## config.mk

```make
export PLATFORM = sky130hd
export DESIGN_NAME = uart_tx
export DESIGN_NICKNAME = d
export VERILOG_FILES = /design/src/rtl/uart_tx.sv
export SDC_FILE = /design/constraint.sdc
export NUM_CORES = 1
export LEC_CHECK = 0
export CORE_MARGIN = 2
export CORE_UTILIZATION = 54
export DETAILED_ROUTE_END_ITERATION = 8
export GPL_ROUTABILITY_DRIVEN = 1
export HOLD_SLACK_MARGIN = 0.02
export PLACE_DENSITY = 0.78
export SYNTH_ARGS = -nofsm -noshare
export SYNTH_HDL_FRONTEND = slang
export SYNTH_SLANG_ARGS = --single-unit
export TNS_END_PERCENT = 20
```

## constraint.sdc

```tcl
create_clock -name i_clk -period 1.9 [get_ports i_clk]
set_input_delay 0.38 -clock i_clk [delete_from_list [all_inputs] [get_ports i_clk]]
set_output_delay 0.38 -clock i_clk [all_outputs]
set_load 0.01 [all_outputs]
```

## src/rtl/uart_tx.sv

```systemverilog
// UART serial transmitter: start bit, N_DATA data bits LSB first, optional parity, M_STOP stop bits.
// Latency: start bit drives o_tx on the edge after acceptance; the frame lasts (1+N_DATA+PARITY_CHECK+M_STOP)*N_TICKS ticks.
// Backpressure: i_tx_start is honoured only in IDLE; requests while o_busy is high are dropped, not queued.
//
// Ports:
//   i_clk, i_rst    : clock (rising edge) and asynchronous active-high reset
//   i_tick          : baud x N_TICKS strobe, one i_clk cycle wide
//   i_tx_start      : transmit request, sampled only in IDLE
//   i_data          : byte to send, captured on the accepting cycle
//   o_tx            : registered serial line, idles high
//   o_busy          : high in every state except IDLE
//   o_tx_done       : one-cycle pulse in the first IDLE cycle after a frame
module uart_tx #(
  parameter int N_DATA          = 8,
  parameter int LOG2_N_DATA     = 4,
  parameter int PARITY_CHECK    = 0,
  parameter int EVEN_ODD_PARITY = 1,
  parameter int M_STOP          = 1,
  parameter int LOG2_M_STOP     = 1,
  parameter int N_TICKS         = 16
) (
  input  logic              i_clk,
  input  logic              i_rst,
  input  logic              i_tick,
  input  logic              i_tx_start,
  input  logic [N_DATA-1:0] i_data,
  output logic              o_tx,
  output logic              o_busy,
  output logic              o_tx_done
);

  localparam int TICK_W = (N_TICKS > 1) ? $clog2(N_TICKS) : 1;

  typedef enum logic [2:0] {
    IDLE   = 3'd0,
    START  = 3'd1,
    DATA   = 3'd2,
    PARITY = 3'd3,
    STOP   = 3'd4
  } state_t;

  state_t                  state_q, state_nxt;
  logic [TICK_W-1:0]       tick_cnt_q, tick_cnt_nxt;
  logic [LOG2_N_DATA-1:0]  bit_cnt_q, bit_cnt_nxt;
  logic [LOG2_M_STOP-1:0]  stop_cnt_q, stop_cnt_nxt;
  logic [N_DATA-1:0]       shreg_q, shreg_nxt;
  logic                    par_q, par_nxt;
  logic                    tx_q, tx_nxt;
  logic                    done_q, done_nxt;
  logic                    bit_end;
  logic                    last_data;
  logic                    last_stop;

  // A bit period closes on the tick that would take the counter past N_TICKS-1.
  assign bit_end   = i_tick && (tick_cnt_q == TICK_W'(N_TICKS - 1));
  assign last_data = (bit_cnt_q == LOG2_N_DATA'(N_DATA - 1));
  assign last_stop = (stop_cnt_q == LOG2_M_STOP'(M_STOP - 1));

  // State register
  always_ff @(posedge i_clk or posedge i_rst) begin
    if (i_rst) state_q <= IDLE;
    else       state_q <= state_nxt;
  end

  // Next-state logic
  always_comb begin
    state_nxt = state_q;
    case (state_q)
      IDLE:    if (i_tx_start) state_nxt = START;
      START:   if (bit_end) state_nxt = DATA;
      DATA:    if (bit_end && last_data) state_nxt = (PARITY_CHECK != 0) ? PARITY : STOP;
      PARITY:  if (bit_end) state_nxt = STOP;
      STOP:    if (bit_end && last_stop) state_nxt = IDLE;
      default: state_nxt = IDLE;
    endcase
  end

  // Datapath next values: tick/bit/stop counters, shift register, parity
  always_comb begin
    tick_cnt_nxt = tick_cnt_q;
    bit_cnt_nxt  = bit_cnt_q;
    stop_cnt_nxt = stop_cnt_q;
    shreg_nxt    = shreg_q;
    par_nxt      = par_q;

    // Counter is held at zero in IDLE so a tick on the accepting cycle is not counted.
    if (state_q == IDLE)  tick_cnt_nxt = '0;
    else if (bit_end)     tick_cnt_nxt = '0;
    else if (i_tick)      tick_cnt_nxt = tick_cnt_q + TICK_W'(1);

    if (state_q == IDLE && i_tx_start) begin
      shreg_nxt = i_data;
      par_nxt   = (^i_data) ^ (EVEN_ODD_PARITY != 0);
    end

    if (state_q == START && bit_end) bit_cnt_nxt = '0;

    if (state_q == DATA && bit_end) begin
      shreg_nxt   = shreg_q >> 1;
      bit_cnt_nxt = bit_cnt_q + LOG2_N_DATA'(1);
    end

    if (state_q != STOP && state_nxt == STOP) stop_cnt_nxt = '0;
    else if (state_q == STOP && bit_end)      stop_cnt_nxt = stop_cnt_q + LOG2_M_STOP'(1);
  end

  // Output logic: line level is decoded from the state being entered, so the
  // registered o_tx lines up with state_q without a cycle of skew.
  always_comb begin
    tx_nxt = 1'b1;
    case (state_nxt)
      IDLE:    tx_nxt = 1'b1;
      START:   tx_nxt = 1'b0;
      DATA:    tx_nxt = shreg_nxt[0];
      PARITY:  tx_nxt = par_q;
      STOP:    tx_nxt = 1'b1;
      default: tx_nxt = 1'b1;
    endcase
    done_nxt = (state_q == STOP) && (state_nxt == IDLE);
  end

  always_ff @(posedge i_clk or posedge i_rst) begin
    if (i_rst) begin
      tick_cnt_q <= '0;
      bit_cnt_q  <= '0;
      stop_cnt_q <= '0;
      shreg_q    <= '0;
      par_q      <= 1'b0;
      tx_q       <= 1'b1;
      done_q     <= 1'b0;
    end else begin
      tick_cnt_q <= tick_cnt_nxt;
      bit_cnt_q  <= bit_cnt_nxt;
      stop_cnt_q <= stop_cnt_nxt;
      shreg_q    <= shreg_nxt;
      par_q      <= par_nxt;
      tx_q       <= tx_nxt;
      done_q     <= done_nxt;
    end
  end

  assign o_tx      = tx_q;
  assign o_busy    = (state_q != IDLE);
  assign o_tx_done = done_q;

endmodule

```

==> results_dict.tcl, run 1 <==
set metrics [dict create \
    async_reset_ff_share_pct 100 \
    die_w_um 52.2 \
    first_pass_iters 4 \
    worst_r2r_path_depth 5 \
    globalRouteMet2Util_pct 39.9 \
    setup_violations 0 \
    cts_root_buffer "clkbuf_4" \
    netlist_area_um2 1260 \
    r2r_end "o_tx$_DFF_PP1_" \
    vias 1070 \
    initial_core_util_pct 56.8 \
    antenna_found_initial 0 \
    numCtsBuffers 3 \
    cp_slowest_stage_delay_ns 0.44 \
    syn_inst 132 \
    gp_congestion 0.749 \
    met1_usage_pct 24.6 \
    synth_warnings 0 \
    wire_per_inst_um 13.6 \
    hold_viol_final 0 \
    path_cells "ha_1 -> and3b_1 -> or3b_1 -> a311o_1 -> a22oi_1" \
    synth_edf_count 0 \
    slew_headroom_pct 79.0 \
    core_um2 2210 \
    slew_violations 0 \
    start_kind "register" \
    path_max_fanout 5 \
    cts_max_level 1 \
    path_clk_slew_ns 0.12 \
    r2r_slack_ns 0.13 \
    critical_path.slowest_cell "dfrtp_1" \
    drv_cap 0 \
    finalCriticalPeriod_ns 1.77 \
    period_share_pct 93.1 \
    rows 17 \
    ys_seq_elements 23 \
    critPathKind "reg -> reg" \
    pre_cts_slack_ns -0.0341 \
    hold_ws_ns 0.273 \
    wl_mm 2.57 \
    vias_per_cell 5.66 \
    crit_path_end_kind "register" \
    grtUsageTotal_pct 22.3 \
    cts_hold_buf 0 \
    grt_max_degree 13 \
    rr_startpoint "bit_cnt_q[0]$_DFFE_PP0P_" \
    cp_top_family "simple AND/OR/NAND/NOR gates" \
    hpwl_mm 2.02 \
    ant_nets 0 \
    die_y_um 52.2 \
    antenna_cells 0 \
    io_pins 15 \
    peakVddDrop_v 0.000869 \
    hold_path.class "in -> async" \
    grt_pass1_vias 1061 \
    status "finished, final reports clean" \
    design_area_um2 1580 \
    clk_path_buf_depth 2 \
    fin_nets 176 \
    synth_seq_area_share_pct 45.9 \
    tightest_slew_ns 0.314 \
    ys_types 44 \
    die_area_um2 2730 \
    worstSkewPairLatency_ns 0.31 \
    rsz0062_at_grt "false" \
    postSynthAreaPerCell_um2 9.52 \
    p_leak_nw 0.681 \
    worst-path-buf-inv 0 \
    cts_tree "built" \
    area_delta_synth_final_pct 25.8 \
    post_dp_cell_area_um2 1520 \
    grt-busiest-layer "met2" \
    fin_util_pct 71.4 \
    required_ns 2.14 \
    setup_ws_ns 0.130 \
    drcViolationCount 0 \
    grtUsageMet3_pct 7.14 \
    syn-num-nets 146 \
    port-buffer-count 14 \
    power.density_nw_per_um2 1120 \
    worstPathArrival_ns 2.01 \
    worst_clock_skew_ns 0.0102 \
    synth_ff_type "dfrtp_1" \
    grt_pass1_wl_mm 4.42 \
    grt_overflow 0 \
    cts_sinks 23 \
    drt_iter0_markers 8 \
    layout-drive-gt1-share_pct 18.0 \
    max_freq_ghz 0.565 \
]
synth_stat cells (2+ instances only):
| master | n | area share, % |
|---|---|---|
| nand2_1 | 9 | 2.7 |
| dfrtp_1 | 22 | 44 |
| nand2b_1 | 3 | 1.5 |
| a21oi_1 | 2 | 0.80 |
| o21ai_0 | 6 | 2.4 |
| nor4b_1 | 2 | 1.4 |
| nor4_1 | 2 | 1.0 |
| xnor2_1 | 6 | 4.2 |
| o22ai_1 | 6 | 3.0 |
| inv_1 | 4 | 1.2 |
| o2bb2ai_1 | 2 | 1.4 |
| clkbuf_1 | 2 | 0.60 |
| nor3_1 | 2 | 0.80 |
| nand3_1 | 3 | 1.2 |
| buf_2 | 2 | 0.80 |
| a31oi_1 | 3 | 1.5 |
| buf_4 | 2 | 1.2 |
| nor2b_1 | 3 | 1.5 |
| ha_1 | 2 | 2.0 |
| nor2_1 | 21 | 6.3 |
| a21o_1 | 2 | 1.2 |
| a22o_1 | 3 | 2.1 |
| xor2_1 | 2 | 1.4 |
cell type report:
cell class	count	area (um^2)
clock buffer	4	26.3
sequential	23	578
timing repair buffer	33	298
tap	28	35.0
multi-input combinational	97	628
fill	173	632
inverter	4	15.0
flip-flops by register name (all words and copies together), names as in the netlist:
register    cells
o_tx_done       1
o_tx            1
stop_cnt_q      1
state_q         3
shreg_q         8
tick_cnt_q      4
par_q           1
bit_cnt_q       4
layout by cell type, fill, tap and decap left out, types with 3 or more instances in the layout:
cell             count
nand2b_1             3
a31oi_1              3
inv_1                4
nand2_1              9
o22ai_1              6
clkdlybuf4s50_1     13
nand3_1              3
buf_4               18
nor2b_1              3
o21ai_0              6
dfrtp_1             21
a22o_1               3
xnor2_1              6
clkbuf_4             3
nor2_1              21
stage by stage:
stage	total power [mW]	setup TNS (ns)	cells
floorplan	1.25	0	132
global placement	1.46	0	182
detailed placement	1.51	-0.0444	182
CTS	1.77	0	188
global route	1.91	0	189
finish	1.77	0	189
what timing repair did:
item | CTS | global route
setup endpoints to repair | 1 | 1
setup buffers | 2 | 1
pin swaps | 0 | 1
gates resized for setup | 2 | 2
power by group:
part	internal [mW]	switching, mW	total (mW)
Combinational	0.389	0.368	0.757
Sequential	0.662	0.130	0.791
Clock	0.0820	0.135	0.217
cell families (layout without fill, tap and decap cells):
group                      after synthesis  in the layout  synth area share (%)
AOI/OAI and AO/OA                       33             33                  18.3
xor gates and xnor gates                 8              8                  5.58
muxes                                    2              2                  1.69
buffers and inverters                   12             41                  4.98
and+or+nand+nor                         52             52                  21.5
adders and majority gates                2              2                  1.99
DFF                                     23             23                  45.9
worst max-delay path by stage:
stage / from / endpoint / slack [ns] / depth (start not counted)
5_1_grt: bit_cnt_q[0]$_DFFE_PP0P_ / o_tx$_DFF_PP1_ / 0.02 / 5
3_5_place_dp: i_tick / o_tx$_DFF_PP1_ / -0.03 / 5
3_3_place_gp: i_tick / o_tx$_DFF_PP1_ / 0.008 / 5
4_1_cts: state_q[1]$_DFF_PP0_ / o_busy / 0.01 / 3
6_report: bit_cnt_q[0]$_DFFE_PP0P_ / o_tx$_DFF_PP1_ / 0.13 / 5
2_1_floorplan: bit_cnt_q[0]$_DFFE_PP0P_ / o_tx$_DFF_PP1_ / 0.26 / 5
worst reg2reg max path, delay by kind of cell, from the launching register on:
kind	cells	cell delay (ns)
simple gates	2	0.57
fa+ha+maj	1	0.22
flops	1	0.44
compound gates	2	0.46
routing by layer:
metal	up-vias	routed length, um
met5	-	0
met4	0	54
met3	9	93
met2	18	1300
met1	508	1120
li1	535	-
No activity file was read; power rests on OpenSTA's default activity.
==> inputs of run 2 (changes only) <==
Settings changed: CAP_MARGIN set to 20, CORE_UTILIZATION 54 to 57, CTS_BUF_LIST set to sky130_fd_sc_hd__clkbuf_2, PLACE_DENSITY 0.78 to 0.81.
==> results_dict.tcl, run 2 (synthesized netlist as in run 1, its figures left out) <==
set metrics [dict create \
    worstPathArrival_ns 2.11 \
    clock_power_share_pct 11.7 \
    vias_per_cell 5.97 \
    die_y_um 50.9 \
    r2r_end "o_tx$_DFF_PP1_" \
    switching_share_pct 37.7 \
    port-buffer-count 14 \
    wl_mm 2.82 \
    ant_nets 0 \
    vias 1122 \
    start_kind "register" \
    tightest_slew_ns 0.330 \
    finalSetupTns_ns 0 \
    cts_max_level 1 \
    cts_tree "built" \
    dp_cells 181 \
    period_share_pct 96.8 \
    peakVddDrop_v 0.000723 \
    drv_cap 0 \
    slew_violations 0 \
    initial_core_util_pct 62.1 \
    rows 16 \
    antenna_cells 0 \
    p_leak_nw 0.682 \
    cts_hold_buf 0 \
    max_freq_ghz 0.544 \
    first_pass_iters 4 \
    globalRouteMet2Util_pct 42.0 \
    final_cell_mix "21 x nor2_1, 21 x dfrtp_1, 18 x buf_4, 13 x clkdlybuf4s50_1, 9 x nand2_1" \
    top_register "shreg_q" \
    grt_overflow 0 \
    rsz0062_at_grt "false" \
    drt_iter0_markers 32 \
    cts_sinks 23 \
    area_delta_synth_final_pct 25.3 \
    p_sw_uw 658 \
    wire_per_inst_um 15.0 \
    worst_r2r_path_depth 5 \
    die_area_um2 2600 \
    seqPwrFrac_pct 45.9 \
    critPathKind "reg -> reg" \
    clk_path_buf_depth 2 \
    finalCriticalPeriod_ns 1.84 \
    antenna_found_initial 0 \
    fin_nets 176 \
    grtUsageMet3_pct 2.63 \
    grt_pass1_wl_mm 5.04 \
    worst_clock_skew_ns 0.00445 \
    cts_root_buffer "clkbuf_2" \
    fin_cells 188 \
    slew_headroom_pct 77.7 \
    multiInputGateArea_um2 633 \
    p_int_mw 1.09 \
    grt-busiest-layer "met2" \
    seqCellArea_um2 578 \
    top_regs "shreg_q x8, bit_cnt_q x4, tick_cnt_q x4" \
    grtUsageTotal_pct 25.6 \
    core_um2 2020 \
    layout-drive-gt1-share_pct 19.3 \
    required_ns 2.17 \
    grt_pass1_vias 1168 \
    setup_violations 0 \
    hold_viol_final 0 \
    path_max_fanout 5 \
    crit_path_end_kind "register" \
    hpwl_mm 2.12 \
    met1_usage_pct 34.2 \
    path_clk_slew_ns 0.21 \
    power.density_nw_per_um2 1110 \
    drcViolationCount 0 \
    nFillCells 143 \
    io_pins 15 \
    numCtsBuffers 3 \
    grt_max_degree 17 \
    die_w_um 50.9 \
    gp_congestion 0.831 \
    r2r_slack_ns 0.06 \
    largest_reg_flops 8 \
    rr_startpoint "bit_cnt_q[0]$_DFFE_PP0P_" \
    hold_path.class "in -> async" \
    worstSkewPairLatency_ns 0.34 \
    status "finished, final reports clean" \
    pwr-share-comb_pct 42.4 \
]
==> run 2: area by class of cell <==
| cell class | instances | area share (%) |
|---|---|---|
| sequential | 23 | 36.7 |
| clock buffer | 4 | 1.27 |
| inverter | 4 | 0.954 |
| tap | 27 | 2.15 |
| multi-input combinational | 97 | 40.2 |
| timing repair buffer | 33 | 18.7 |
==> run 2: routing by layer <==
metal / wire length, um / part of all wire [%]
met4: 70 / 2.5
met3: 107 / 3.8
met2: 1380 / 49
met1: 1270 / 45
met5: 0 / 0
==> run 2: how the worst max path moves through the flow <==
stage                              to  cells after the start  slack (ns)                      from
3_3_place_gp           o_tx$_DFF_PP1_                      5        0.01                    i_tick
4_1_cts                          o_tx                      1        0.09            o_tx$_DFF_PP1_
3_5_place_dp           o_tx$_DFF_PP1_                      5       -0.02                    i_tick
5_1_grt        shreg_q[3]$_DFFE_PP0P_                      6        0.01      state_q[2]$_DFF_PP0_
6_report               o_tx$_DFF_PP1_                      5        0.06  bit_cnt_q[0]$_DFFE_PP0P_
2_1_floorplan          o_tx$_DFF_PP1_                      5        0.26  bit_cnt_q[0]$_DFFE_PP0P_
==> run 2: timing repair <==
action / CTS / global route
setup endpoints to repair: 1 / 4
buffers inserted: 3 / 0
gates resized for setup: 4 / 1
pin swaps: 1 / 0
==> run 2: power groups by stage <==
stage | registers (mW) | logic [mW] | clock network (mW)
2_1_floorplan | 0.762 | 0.484 | 0
3_3_place_gp | 0.784 | 0.661 | 0
3_5_place_dp | 0.797 | 0.696 | 0
4_1_cts | 0.789 | 0.731 | 0.205
5_1_grt | 0.822 | 0.827 | 0.222
6_report | 0.800 | 0.739 | 0.204
==> run 2: critical path: stages (launching register included) <==
cell     delay [ns]
dfrtp_1        0.48
ha_1           0.23
and3b_1        0.20
or3b_1         0.39
a311o_1        0.28
a22oi_1        0.20
==> run 2: metrics by stage <==
stage	instance area, um^2	utilization [%]	worst slack, ns	total power, mW	hold WS, ns
after global routing	1570	77.8	0.0127	1.87	0.246
after floorplan	1260	-	0.257	1.25	0.381
final	1570	77.8	0.0614	1.74	0.218
after detailed placement	1520	74.9	-0.0174	1.49	0.483
after global placement	1520	74.9	0.0134	1.45	0.473
after CTS	1570	77.6	0.0888	1.73	0.225
